===== config.mk =====
export PLATFORM = sky130hd
export DESIGN_NAME = btn_debounce
export DESIGN_NICKNAME = d
export VERILOG_FILES = /design/src/rtl/btn_pkg.sv /design/src/rtl/btn_fsm.sv /design/src/rtl/btn_debounce.sv
export SDC_FILE = /design/constraint.sdc
export NUM_CORES = 1
export LEC_CHECK = 0
export CAP_MARGIN = 40
export CORE_MARGIN = 4
export CORE_UTILIZATION = 30
export DETAILED_ROUTE_END_ITERATION = 10
export PLACE_DENSITY = 0.58
export REMOVE_ABC_BUFFERS = 1
export SLEW_MARGIN = 20
export SYNTH_ARGS = -nofsm -noshare
export SYNTH_HDL_FRONTEND = slang
export SYNTH_SLANG_ARGS = --single-unit

===== constraint.sdc =====
create_clock -name clk_50m -period 2.7 [get_ports clk_50m]
set_input_delay 0.405 -clock clk_50m [delete_from_list [all_inputs] [get_ports clk_50m]]
set_output_delay 0.405 -clock clk_50m [all_outputs]
set_load 0.005 [all_outputs]

===== src/rtl/btn_pkg.sv =====
// Shared definitions for the push-button conditioning block: FSM state
// encoding, counter widths and default timing constants.
package btn_pkg;

    // Per-button debounce FSM state (2-bit encoding).
    typedef logic [1:0] btn_state_t;

    localparam btn_state_t StIdle      = 2'd0;
    localparam btn_state_t StArming    = 2'd1;
    localparam btn_state_t StHeld      = 2'd2;
    localparam btn_state_t StReleasing = 2'd3;

    // Qualification counter and hold counter widths.
    localparam int unsigned CntW  = 6;
    localparam int unsigned HoldW = 8;

    // Defaults: 2^17 cycles of 50 MHz per tick (about 2.6 ms).
    localparam int unsigned DefTickDiv    = 131072;
    localparam int unsigned DefPressTicks = 20;
    localparam int unsigned DefRelTicks   = 2;
    localparam int unsigned DefLongTicks  = 200;

endpackage


===== src/rtl/btn_fsm.sv =====
// Debounce FSM for one button. Advances only on tick cycles and produces a
// registered level plus single-cycle press, release and long-press pulses.
module btn_fsm
    import btn_pkg::*;
#(
    parameter int unsigned PRESS_TICKS = DefPressTicks,
    parameter int unsigned REL_TICKS   = DefRelTicks,
    parameter int unsigned LONG_TICKS  = DefLongTicks
) (
    input  logic clk_i,
    input  logic rst_i,
    input  logic tick_i,
    input  logic raw_p_i,
    output logic level_o,
    output logic press_o,
    output logic release_o,
    output logic long_o
);

    localparam logic [CntW-1:0]  PressCnt = CntW'(PRESS_TICKS);
    localparam logic [CntW-1:0]  RelCnt   = CntW'(REL_TICKS);
    localparam logic [HoldW-1:0] LongCnt  = HoldW'(LONG_TICKS);

    btn_state_t       state_q, state_d;
    logic [CntW-1:0]  cnt_q, cnt_d, cnt_inc;
    logic [HoldW-1:0] hold_q, hold_d, hold_inc;
    logic             level_q, level_d;
    logic             press_q, press_d;
    logic             release_q, release_d;
    logic             long_q, long_d;

    // Next-state logic; nothing moves except on a tick.
    always_comb begin
        state_d   = state_q;
        cnt_d     = cnt_q;
        hold_d    = hold_q;
        press_d   = 1'b0;
        release_d = 1'b0;
        long_d    = 1'b0;
        // Saturating increments so the counters never wrap.
        cnt_inc   = (cnt_q == '1) ? cnt_q : cnt_q + CntW'(1);
        hold_inc  = hold_q + HoldW'(1);

        if (tick_i) begin
            case (state_q)
                StIdle: begin
                    if (raw_p_i) begin
                        if (PRESS_TICKS <= 1) begin
                            state_d = StHeld;
                            press_d = 1'b1;
                            cnt_d   = '0;
                            hold_d  = '0;
                        end else begin
                            state_d = StArming;
                            cnt_d   = CntW'(1);
                        end
                    end
                end
                StArming: begin
                    if (raw_p_i) begin
                        if (cnt_inc == PressCnt) begin
                            state_d = StHeld;
                            press_d = 1'b1;
                            cnt_d   = '0;
                            hold_d  = '0;
                        end else begin
                            cnt_d = cnt_inc;
                        end
                    end else begin
                        state_d = StIdle;
                        cnt_d   = '0;
                    end
                end
                StHeld: begin
                    if (raw_p_i) begin
                        // Hold count stops at LongCnt, so long_d fires once per press.
                        if (hold_q != LongCnt) begin
                            hold_d = hold_inc;
                            long_d = (hold_inc == LongCnt);
                        end
                    end else if (REL_TICKS <= 1) begin
                        state_d   = StIdle;
                        release_d = 1'b1;
                        cnt_d     = '0;
                        hold_d    = '0;
                    end else begin
                        state_d = StReleasing;
                        cnt_d   = CntW'(1);
                    end
                end
                default: begin  // StReleasing
                    if (!raw_p_i) begin
                        if (cnt_inc == RelCnt) begin
                            state_d   = StIdle;
                            release_d = 1'b1;
                            cnt_d     = '0;
                            hold_d    = '0;
                        end else begin
                            cnt_d = cnt_inc;
                        end
                    end else begin
                        // Glitch rejected: resume the press with its hold count intact.
                        state_d = StHeld;
                        cnt_d   = '0;
                    end
                end
            endcase
        end

        level_d = (state_d == StHeld) || (state_d == StReleasing);
    end

    // State, counters and registered outputs.
    always_ff @(posedge clk_i or posedge rst_i) begin
        if (rst_i) begin
            state_q   <= StIdle;
            cnt_q     <= '0;
            hold_q    <= '0;
            level_q   <= 1'b0;
            press_q   <= 1'b0;
            release_q <= 1'b0;
            long_q    <= 1'b0;
        end else begin
            state_q   <= state_d;
            cnt_q     <= cnt_d;
            hold_q    <= hold_d;
            level_q   <= level_d;
            press_q   <= press_d;
            release_q <= release_d;
            long_q    <= long_d;
        end
    end

    assign level_o   = level_q;
    assign press_o   = press_q;
    assign release_o = release_q;
    assign long_o    = long_q;

endmodule


===== src/rtl/btn_debounce.sv =====
// Push-button conditioning: synchronises raw active-low pins, generates a
// shared debounce tick and runs one debounce FSM per button.
module btn_debounce
    import btn_pkg::*;
#(
    parameter int unsigned NUM_BTN     = 2,
    parameter int unsigned TICK_DIV    = DefTickDiv,
    parameter int unsigned PRESS_TICKS = DefPressTicks,
    parameter int unsigned REL_TICKS   = DefRelTicks,
    parameter int unsigned LONG_TICKS  = DefLongTicks
) (
    input  logic               clk_50m,
    input  logic               rst,
    input  logic [NUM_BTN-1:0] BTN,
    output logic [NUM_BTN-1:0] btn_level,
    output logic [NUM_BTN-1:0] press_pulse,
    output logic [NUM_BTN-1:0] release_pulse,
    output logic [NUM_BTN-1:0] long_pulse
);

    localparam int unsigned       PrescW   = (TICK_DIV > 1) ? $clog2(TICK_DIV) : 1;
    localparam logic [PrescW-1:0] PrescMax = PrescW'(TICK_DIV - 1);

    logic [NUM_BTN-1:0] sync1_q, sync1_d;
    logic [NUM_BTN-1:0] sync2_q, sync2_d;
    logic [NUM_BTN-1:0] raw_p;
    logic [PrescW-1:0]  presc_q, presc_d;
    logic               tick;

    // Synchroniser shift and prescaler wrap.
    always_comb begin
        sync1_d = BTN;
        sync2_d = sync1_q;
        tick    = (presc_q == PrescMax);
        presc_d = tick ? '0 : presc_q + PrescW'(1);
    end

    // Synchroniser resets to released (pins high); prescaler restarts at 0.
    always_ff @(posedge clk_50m or posedge rst) begin
        if (rst) begin
            sync1_q <= '1;
            sync2_q <= '1;
            presc_q <= '0;
        end else begin
            sync1_q <= sync1_d;
            sync2_q <= sync2_d;
            presc_q <= presc_d;
        end
    end

    assign raw_p = ~sync2_q;

    for (genvar i = 0; i < NUM_BTN; i++) begin : g_btn
        btn_fsm #(
            .PRESS_TICKS(PRESS_TICKS),
            .REL_TICKS  (REL_TICKS),
            .LONG_TICKS (LONG_TICKS)
        ) u_fsm (
            .clk_i    (clk_50m),
            .rst_i    (rst),
            .tick_i   (tick),
            .raw_p_i  (raw_p[i]),
            .level_o  (btn_level[i]),
            .press_o  (press_pulse[i]),
            .release_o(release_pulse[i]),
            .long_o   (long_pulse[i])
        );
    end

endmodule


== Word level (Yosys, flattened, before mapping) ==
Cells that the tools add are included.
Storage, ports and cells
  output and inout port bits: 8
  word-level logic and storage cells: 141
  input bits: 4
  register bits after elaboration: 61
Operators by class
  add/subtract/negate cells: 5
  eq/ne operators: 33
  reductions and logical operators: 12
  bitwise logic cells: 3
  multiplexer cells: 71
Operators by type and width (count)
  two-way mux 8 bit: 12
  two-way mux 6 bit: 14
  one-hot mux 8 bit (3 select lines): 2
  one-hot mux 6 bit (3 select lines): 2
  two-way mux 2 bit: 14
  two-way mux 1 bit: 24
  adder 17 x 1 -> 17 bit (second input constant): 1
  == test 17 bit (second input constant): 1
  two-way mux 17 bit: 1
  adder 8 x 1 -> 8 bit (second input constant): 2
  == test 8 bit (second input constant): 2
  != test 2 bit (second input constant): 8
  != test 8 bit (second input constant): 2
  AND reduction 8 bit: 2
  adder 6 x 1 -> 6 bit (second input constant): 2
  == test 2 bit (second input constant): 6
  == test 6 x 2 -> 1 bit (second input constant): 2
  == test 6 x 5 -> 1 bit (second input constant): 2
  == test 6 bit (second input constant): 2
  one-hot mux 2 bit (3 select lines): 2
  != test 2 x 1 -> 1 bit (second input constant): 4
  != test 3 x 1 -> 1 bit (second input constant): 2
  AND reduction 3 bit: 2
  OR reduction 3 bit: 2
  6 further kinds: 11

== Longest topological paths before layout ==
Gate-level depths: netlist (run 1).
  word-level depth: 9
  depth in mapped cells: 12
  depth with buffers taken out: 11

== By module ==
A second synthesis (run 1) with hierarchy kept.
Unflattened totals
  cells, all modules: 429
  area total of the unflattened synthesis: 3862.5 µm²
Modules (own cells, without submodules)
  btn_fsm at g_btn[1].u_fsm: instances 1, area an instance 1486.4 µm², sequential area each 500.5 µm², cells each 174
  btn_fsm at g_btn[0].u_fsm: instances 1, area an instance 1372.6 µm², sequential area each 500.5 µm², cells each 161
  btn_debounce: instances 1, area an instance 1003.5 µm², sequential area each 530.5 µm², cells each 94

== Worst setup path after synthesis (run 1) ==
Ideal clock, no wire load.
  path kind: reg-to-reg
  start point: register presc_q[0]
  end point: register g_btn[1].u_fsm.hold_q[3]
  clock period less this slack: 2638 ps
  data arrival time: 2513 ps
  buffers on the path: 1
  data required time: 2575 ps
  path slack: 62 ps
  setup time: 125 ps
  cell stages (with the launch flop): 12
  cells stage by stage: dfrtp_1 ha_1 nand2_1 nor3_1 and3_1 ha_1 clkbuf_1 nand2_1 a21oi_1 a31oi_1 nor3_4 mux2_4
On the way
  word-level cells in the longest chain between the ends: 2
Ends and longest elaborated chain
  from (decl): RTL line btn_debounce.sv:27  | logic [PrescW-1:0] presc_q, presc_d;
  from (signal assigned): RTL line btn_debounce.sv:47  | presc_q <= presc_d;
  == test 17 bit: RTL line btn_debounce.sv:34  | tick = (presc_q == PrescMax);
  AND reduction 8 bit (no source line)
  to (signal assigned): RTL line btn_fsm.sv:126  | hold_q <= hold_d;
  to (decl): RTL line btn_fsm.sv:26  | logic [HoldW-1:0] hold_q, hold_d, hold_inc;
No other way between the ends.
A chain may end at the register's enable or synchronous reset.

== Worst setup path in the final report (run 1) ==
  start point: register presc_q[0]
  end point: register g_btn[1].u_fsm.hold_q[1]
The elaborated chain is that of the path after synthesis.

==> flow_summary.yaml, run 1 <==
status:
  outcome: "finished clean"
clocking:
  clock-sinks: 61
  cts_buffers: 9
  postCtsSetupBuffers: 0
  cts-hold-fix-buffers: 0
  cts_max_level: 3
  clk_pin_slew_worst_paths_ns: 0.06
  cts_resized: 0
  clk_latency_ns: 0.33
  cts-root-buf: "clkbuf_16"
  cts_buffer_depth: 2
  cts_tree: "built"
routing:
  route.detailed.wl_per_inst_um: 13.2
  num_vias: 2897
  ant_nets: 0
  drt_iter0_markers: 190
  via_per_inst: 5.25
  wl_um: 7270
  firstDrtPassIters: 4
  route.detailed.drc: 0
floorplanning:
  initial_core_util_pct: 30.9
  die_h_um: 117
  dieArea_um2: 13700
  die_x_um: 117
  fp-row-count: 39
  ios: 12
  fp.coreArea_um2: 11600
placed_design:
  dpl_cell_area_um2: 3800
  place.gp.congestion: 0.836
  io_buffers: 11
  dpl.cell_count: 536
  dp_hpwl_um: 4950
  dp_slack_ns: 0.164
synthesis:
  synthFlopType: "dfrtp_1"
  synthTopCellsByCount: "57 x dfrtp_1, 42 x nor2_1, 35 x o21ai_0"
  yosysMostFrequentCell: "dfrtp_1"
  synth_top_area_share_pct: 39.9
  yosysWarnings: 0
  ys_seq_area_share_pct: 42.8
  syn_avg_cell_area_um2: 8.90
  netlist_instances: 402
  ys_async_sr_fraction_pct: 100
  synth.cell_area_um2: 3580
  yosysTopAreaCell: "dfrtp_1"
  synthTopCellsByArea: "dfrtp_1 40%, o21ai_0 4.9%, nor2_1 4.4%, ha_1 4.2%, nand2_1 3.1%"
  ys_ff_latch: 61
  synth_edf_count: 0
  ys_types: 57
worst_setup_path:
  end_kind: "flip-flop"
  reg2reg_slack_ns: 0.29
  crit-reg2reg-launch: "presc_q[0]"
  crit_arrival_ns: 2.66
  cp_slowest_stage_delay_ns: 0.37
  critical_path_class: "flip-flop to flip-flop"
  start_kind: "flip-flop"
  slowest_stage: "dfrtp_1"
  crit_fanout: 6
  startpoint: "presc_q[0]"
  cp_cell_sequence: "ha_1 > nand2_1 > nor3_2 > and3_1 > ha_1 > nand2_1 > a21oi_1 > a31oi_1 > nor3_4 > buf_4 > mux2i_1"
  cpLargestDelayFamily: "simple AND/OR/NAND/NOR gates"
  crit_required_ns: 2.95
  critical_path_buf_inv_count: 1
sta:
  fin_worst_skew_ns: 0.00755
  rsz0062_at_grt: "no"
  layout_setup_ws_ns: 0.292
  fmax_mhz: 415
  slew_violations: 0
  period_share_pct: 89.2
  worst_slew_pin_slew_ns: 0.707
  slew_headroom_pct: 52.5
  period_minus_slack_ns: 2.41
  setup_viol: 0
  hold_viol: 0
flow_run:
  drv_cap: 0
power:
  switching_share_pct: 20.8
  p_clk_share_pct: 57.1
  leakage_nw: 1.71
  p_comb_share_pct: 1.6
  seq_power_share_pct: 41.3
  vdd_drop_max_mv: 0.301
  intPower_mw: 1.77
  power_switching_mw: 0.466
  p_per_area_nw_per_um2: 540
min_path:
  worstHoldStart: "sync1_q[1]"
  min_path_type: "flip-flop to flip-flop"
cells_and_area:
  design_area_um2: 4140
  area_growth_pct: 15.7
  final_core_util_pct: 35.8
  drive_gt1_share_pct: 10.0
  final_cell_count_no_fill: 552
  diodes: 0
  fin_nets: 420
grt:
  grt_util_all_layers_pct: 11.5
  grt_overflow: 0
  grt_pass1_wl_um: 12700
  grt_max_degree: 62
  antenna_found_initial: 0
  grt_pass1_vias: 2687
==> sequential cells by signal (all words and copies together), names as in the netlist <==
signal / count
g_btn.u_fsm.hold_q: 16
g_btn.u_fsm.state_q: 4
g_btn.u_fsm.level_o: 2
g_btn.u_fsm.press_o: 2
presc_q: 17
sync1_q: 2
g_btn.u_fsm.cnt_q: 12
g_btn.u_fsm.long_o: 2
g_btn.u_fsm.release_o: 2
sync2_q: 2
==> placed cells by master, fill, tap and decap left out, types with 11 or more instances in the layout <==
cell type and n:
inv_1 19, dfrtp_1 57, a21oi_1 20, nor2_1 42, nor3_1 15, nand3_1 18, nand2_1 30, a31oi_1 16
ha_1 12, clkdlybuf4s50_1 11, o21ai_0 35
==> cell type report <==
cell class                 count  area [um^2]
multi-input combinational    294         1830
fill                        1146         7420
timing repair buffer          18          188
clock buffer                  10          239
clock inverter                 6         93.8
inverter                      20         75.1
tap                          143          179
sequential                    61         1530
==> worst reg2reg max path, cell delays in order, from the launching register on <==
cell     delay [ns]
dfrtp_1        0.37
ha_1           0.22
nand2_1        0.12
nor3_2         0.25
and3_1         0.19
ha_1           0.21
nand2_1        0.09
a21oi_1        0.14
a31oi_1        0.10
nor3_4         0.29
buf_4          0.19
mux2i_1        0.19
==> power groups by stage <==
stage                     clock network, mW  logic, mW  registers, mW
after floorplan                           0     0.0224          0.939
after global placement                    0     0.0382          0.940
after detailed placement                  0     0.0385          0.940
after CTS                              1.31     0.0384          0.924
after global routing                   1.35     0.0428          0.924
final                                  1.28     0.0364          0.924
==> routing by layer <==
layer	routed length, um	share of wire, %	vias to the layer above	track usage [%]
li1	-	-	1439	-
met1	3540	49	1408	15.8
met2	3350	46	41	17.8
met3	291	4.0	9	2.98
met4	92	1.3	0	3.59
met5	0	0	-	0
==> metrics by stage <==
| stage | hold slack, ns | power, mW | setup TNS (ns) |
|---|---|---|---|
| global placement | 0.347 | 0.978 | 0 |
| CTS | 0.355 | 2.27 | 0 |
| detailed placement | 0.347 | 0.979 | 0 |
| floorplan | 0.345 | 0.961 | -2.45 |
| finish | 0.353 | 2.24 | 0 |
| global route | 0.363 | 2.32 | 0 |
==> path summary, 6_finish.rpt <==
check	endpoint	cells after the start
setup / recovery	g_btn[1].u_fsm.hold_q[1]	11
hold / removal	sync2_q[1]	0
setup reg to reg	g_btn[1].u_fsm.hold_q[1]	11
hold reg to reg	sync2_q[1]	0
max in group asynchronous	sync1_q[0]	3
min in group asynchronous	g_btn[1].u_fsm.long_o	3
==> cell families after synthesis <==
| group | after synthesis | synth area share, % |
|---|---|---|
| simple gates | 155 | 22.0 |
| compound gates | 104 | 18.9 |
| flops | 61 | 42.8 |
| buf+inv | 47 | 6.05 |
| xor+xnor | 17 | 4.16 |
| fa+ha+maj | 12 | 4.20 |
| mux | 6 | 1.96 |
(Power assumes the default switching activity.)
==> run 2: changes to the inputs <==
- SKIP_LAST_GASP: not set -> 1
==> results of run 2 <==
The final DEF is identical to that of run 1; final timing and power are the same.
==> run 3: changes to the inputs <==
- clock period: 2.7 -> 2.13 ns (I/O delays scaled with it)
==> run 3 against run 2 <==
Compared with the run above:
- the flow now finishes with violations (setup timing)
- hold slack improved by 0.0014 ns
- sequential power rose by 27%
- non-clock buffer count rose by 43
- sequential cell count did not move
- global-route usage rose by 0.95 points
- via count rose by 6.4%
- final cell count rose by 7.8%
- setup slack got worse by 0.31 ns
- first-iteration DRC count fell by 3.7%
- core utilization rose by 3.2 points
- power rose by 18%
- register-to-register slack got worse by 0.31 ns
- critical endpoint is now g_btn[1].u_fsm.hold_q[3]
- largest cell class unchanged
==> flow_summary.yaml, run 3 (synthesis results as in run 1) <==
status:
  outcome: "finished, violations left"
  violations: "setup timing"
power:
  intPower_mw: 2.11
  vdd_drop_max_mv: 0.489
  seq_power_share_pct: 44.3
  switching_share_pct: 20.4
  p_comb_share_pct: 1.8
  power_switching_mw: 0.540
  leakage_nw: 1.94
  p_total_mw: 2.65
  p_per_area_nw_per_um2: 588
  p_clk_share_pct: 54.0
placed_design:
  place.gp.congestion: 0.814
  io_buffers: 11
  dpl.cell_count: 574
  dp_hpwl_um: 5480
  dp_slack_ns: -0.168
cells_and_area:
  largest_reg_flops: 17
  layout_commonest_cell: "dfrtp_1"
  seqCellArea_um2: 1530
  regMostFlops: "presc_q"
  final_cell_count_no_fill: 595
  drive_gt1_share_pct: 21.0
  top_regs: "presc_q (17), g_btn.u_fsm.hold_q (16), g_btn.u_fsm.cnt_q (12)"
  area_growth_pct: 26.0
  final_cell_mix: "57 x dfrtp_1, 46 x buf_4, 42 x nor2_1, 30 x o21ai_0, 28 x nand2_1"
  fillCellCount: 1133
  multiInputGateArea_um2: 1920
  diodes: 0
  fin_nets: 463
clocking:
  cts-root-buf: "clkbuf_16"
  clk_pin_slew_worst_paths_ns: 0.05
  cts_buffers: 9
  cts_max_level: 3
  cts_tree: "built"
  clock-sinks: 61
  cts_buffer_depth: 2
  clk_latency_ns: 0.33
sta:
  layout_setup_ws_ns: -0.0224
  slew_violations: 0
  setup_viol: 2
  slew_headroom_pct: 70.7
  fmax_mhz: 465
  fin_worst_skew_ns: 0.00441
  hold_viol: 0
  whs_ns: 0.355
  period_share_pct: 101
  period_minus_slack_ns: 2.15
  worst_slew_pin_slew_ns: 0.436
  rsz0062_at_grt: "yes"
  fin_tns_setup_ns: -0.0434
worst_setup_path:
  cp_slowest_stage_delay_ns: 0.35
  slowest_stage: "dfrtp_1"
  end_kind: "flip-flop"
  start_kind: "flip-flop"
  crit_arrival_ns: 2.36
  critical_path_class: "flip-flop to flip-flop"
  crit_fanout: 3
  crit_path_frequent_cell: "nor3_4"
  cp_cell_sequence: "nand4_1 > nor3_4 > and3_4 > ha_4 > nand2_2 > a21oi_2 > a31oi_2 > nor3_4 > mux2_4"
  crit_required_ns: 2.34
grt:
  grt_pass1_vias: 2969
  grt_max_degree: 62
  grt_util_all_layers_pct: 12.5
  antenna_found_initial: 0
  grt_pass1_wl_um: 13800
  grt_overflow: 0
floorplanning:
  ios: 12
  fp.coreArea_um2: 11600
  fp-row-count: 39
  die_h_um: 117
  dieArea_um2: 13700
  die_x_um: 117
  initial_core_util_pct: 30.9
routing:
  wl_um: 7850
  num_vias: 3082
  via_per_inst: 5.18
  drt_iter0_markers: 183
  firstDrtPassIters: 4
  route.detailed.wl_per_inst_um: 13.2
  route.detailed.drc: 0
  ant_nets: 0
flow_run:
  drv_cap: 0
min_path:
  min_path_type: "flip-flop to flip-flop"
==> run 3: cell count changes in the layout (fill, tap and decap cells not counted), moves of 3 or more <==
cell,previous run,this run
clkinv_2,0,4
o21ai_0,35,30
buf_4,5,46
ha_1,12,9
o21ai_1,0,5
==> run 3: worst max-delay path: cells and delay by family (launching register included) <==
family                   cells  cell delay (ns)
AO/OA/AOI/OAI                2             0.21
adder cells (fa/ha/maj)      1             0.14
AND/OR/NAND/NOR              5             1.02
flip-flops                   1             0.35
multiplexers                 1             0.32
==> run 3: power by group through the flow <==
| stage | clock network [mW] | registers [mW] | logic (mW) |
|---|---|---|---|
| after CTS | 1.48 | 1.17 | 0.0496 |
| after detailed placement | 0 | 1.19 | 0.0493 |
| after global routing | 1.52 | 1.17 | 0.0546 |
| after global placement | 0 | 1.19 | 0.0487 |
| after floorplan | 0 | 1.19 | 0.0284 |
| final | 1.43 | 1.17 | 0.0467 |
==> run 3: per-layer routing <==
layer / vias to the layer above / wire (um) / GRT usage, %
met1: 1495 / 3700 / 15.7
met3: 14 / 298 / 3.80
met4: 0 / 146 / 4.51
met2: 48 / 3710 / 20.2
met5: - / 0 / 0
li1: 1525 / - / -
==> run 3: cell type report <==
class | count | share of cell area [%]
Multi-Input combinational cell | 294 | 42.5
Inverter | 20 | 1.67
Clock buffer | 11 | 5.38
Timing Repair Buffer | 61 | 11.4
Sequential cell | 61 | 34.0
Clock inverter | 5 | 1.11
Tap cell | 143 | 3.97
==> run 3: repair_timing <==
item	CTS	global route
pin swaps	3	7
hold buffers	0	0
cloned	0	0
endpoints found under the setup margin	25	30
setup buffers	0	5
resized for setup	7	19
==> run 3: metrics by stage <==
stage	utilization (%)	cell area [um^2]
2_1_floorplan	-	3440
3_3_place_gp	35.2	4080
3_5_place_dp	35.2	4080
4_1_cts	38.1	4400
5_1_grt	39.0	4510
6_report	39.0	4510
==> run 3: path summary, 6_finish.rpt <==
check                             from                        to  slack (ns)  cells after the start
setup / recovery           presc_q[10]  g_btn[1].u_fsm.hold_q[3]       -0.02                      9
hold / removal              sync1_q[0]                sync2_q[0]        0.35                      0
setup reg to reg           presc_q[10]  g_btn[1].u_fsm.hold_q[3]       -0.02                      9
hold reg to reg             sync1_q[0]                sync2_q[0]        0.35                      0
max in group asynchronous          rst                sync2_q[1]        1.43                      3
min in group asynchronous          rst    g_btn[1].u_fsm.level_o        0.37                      3
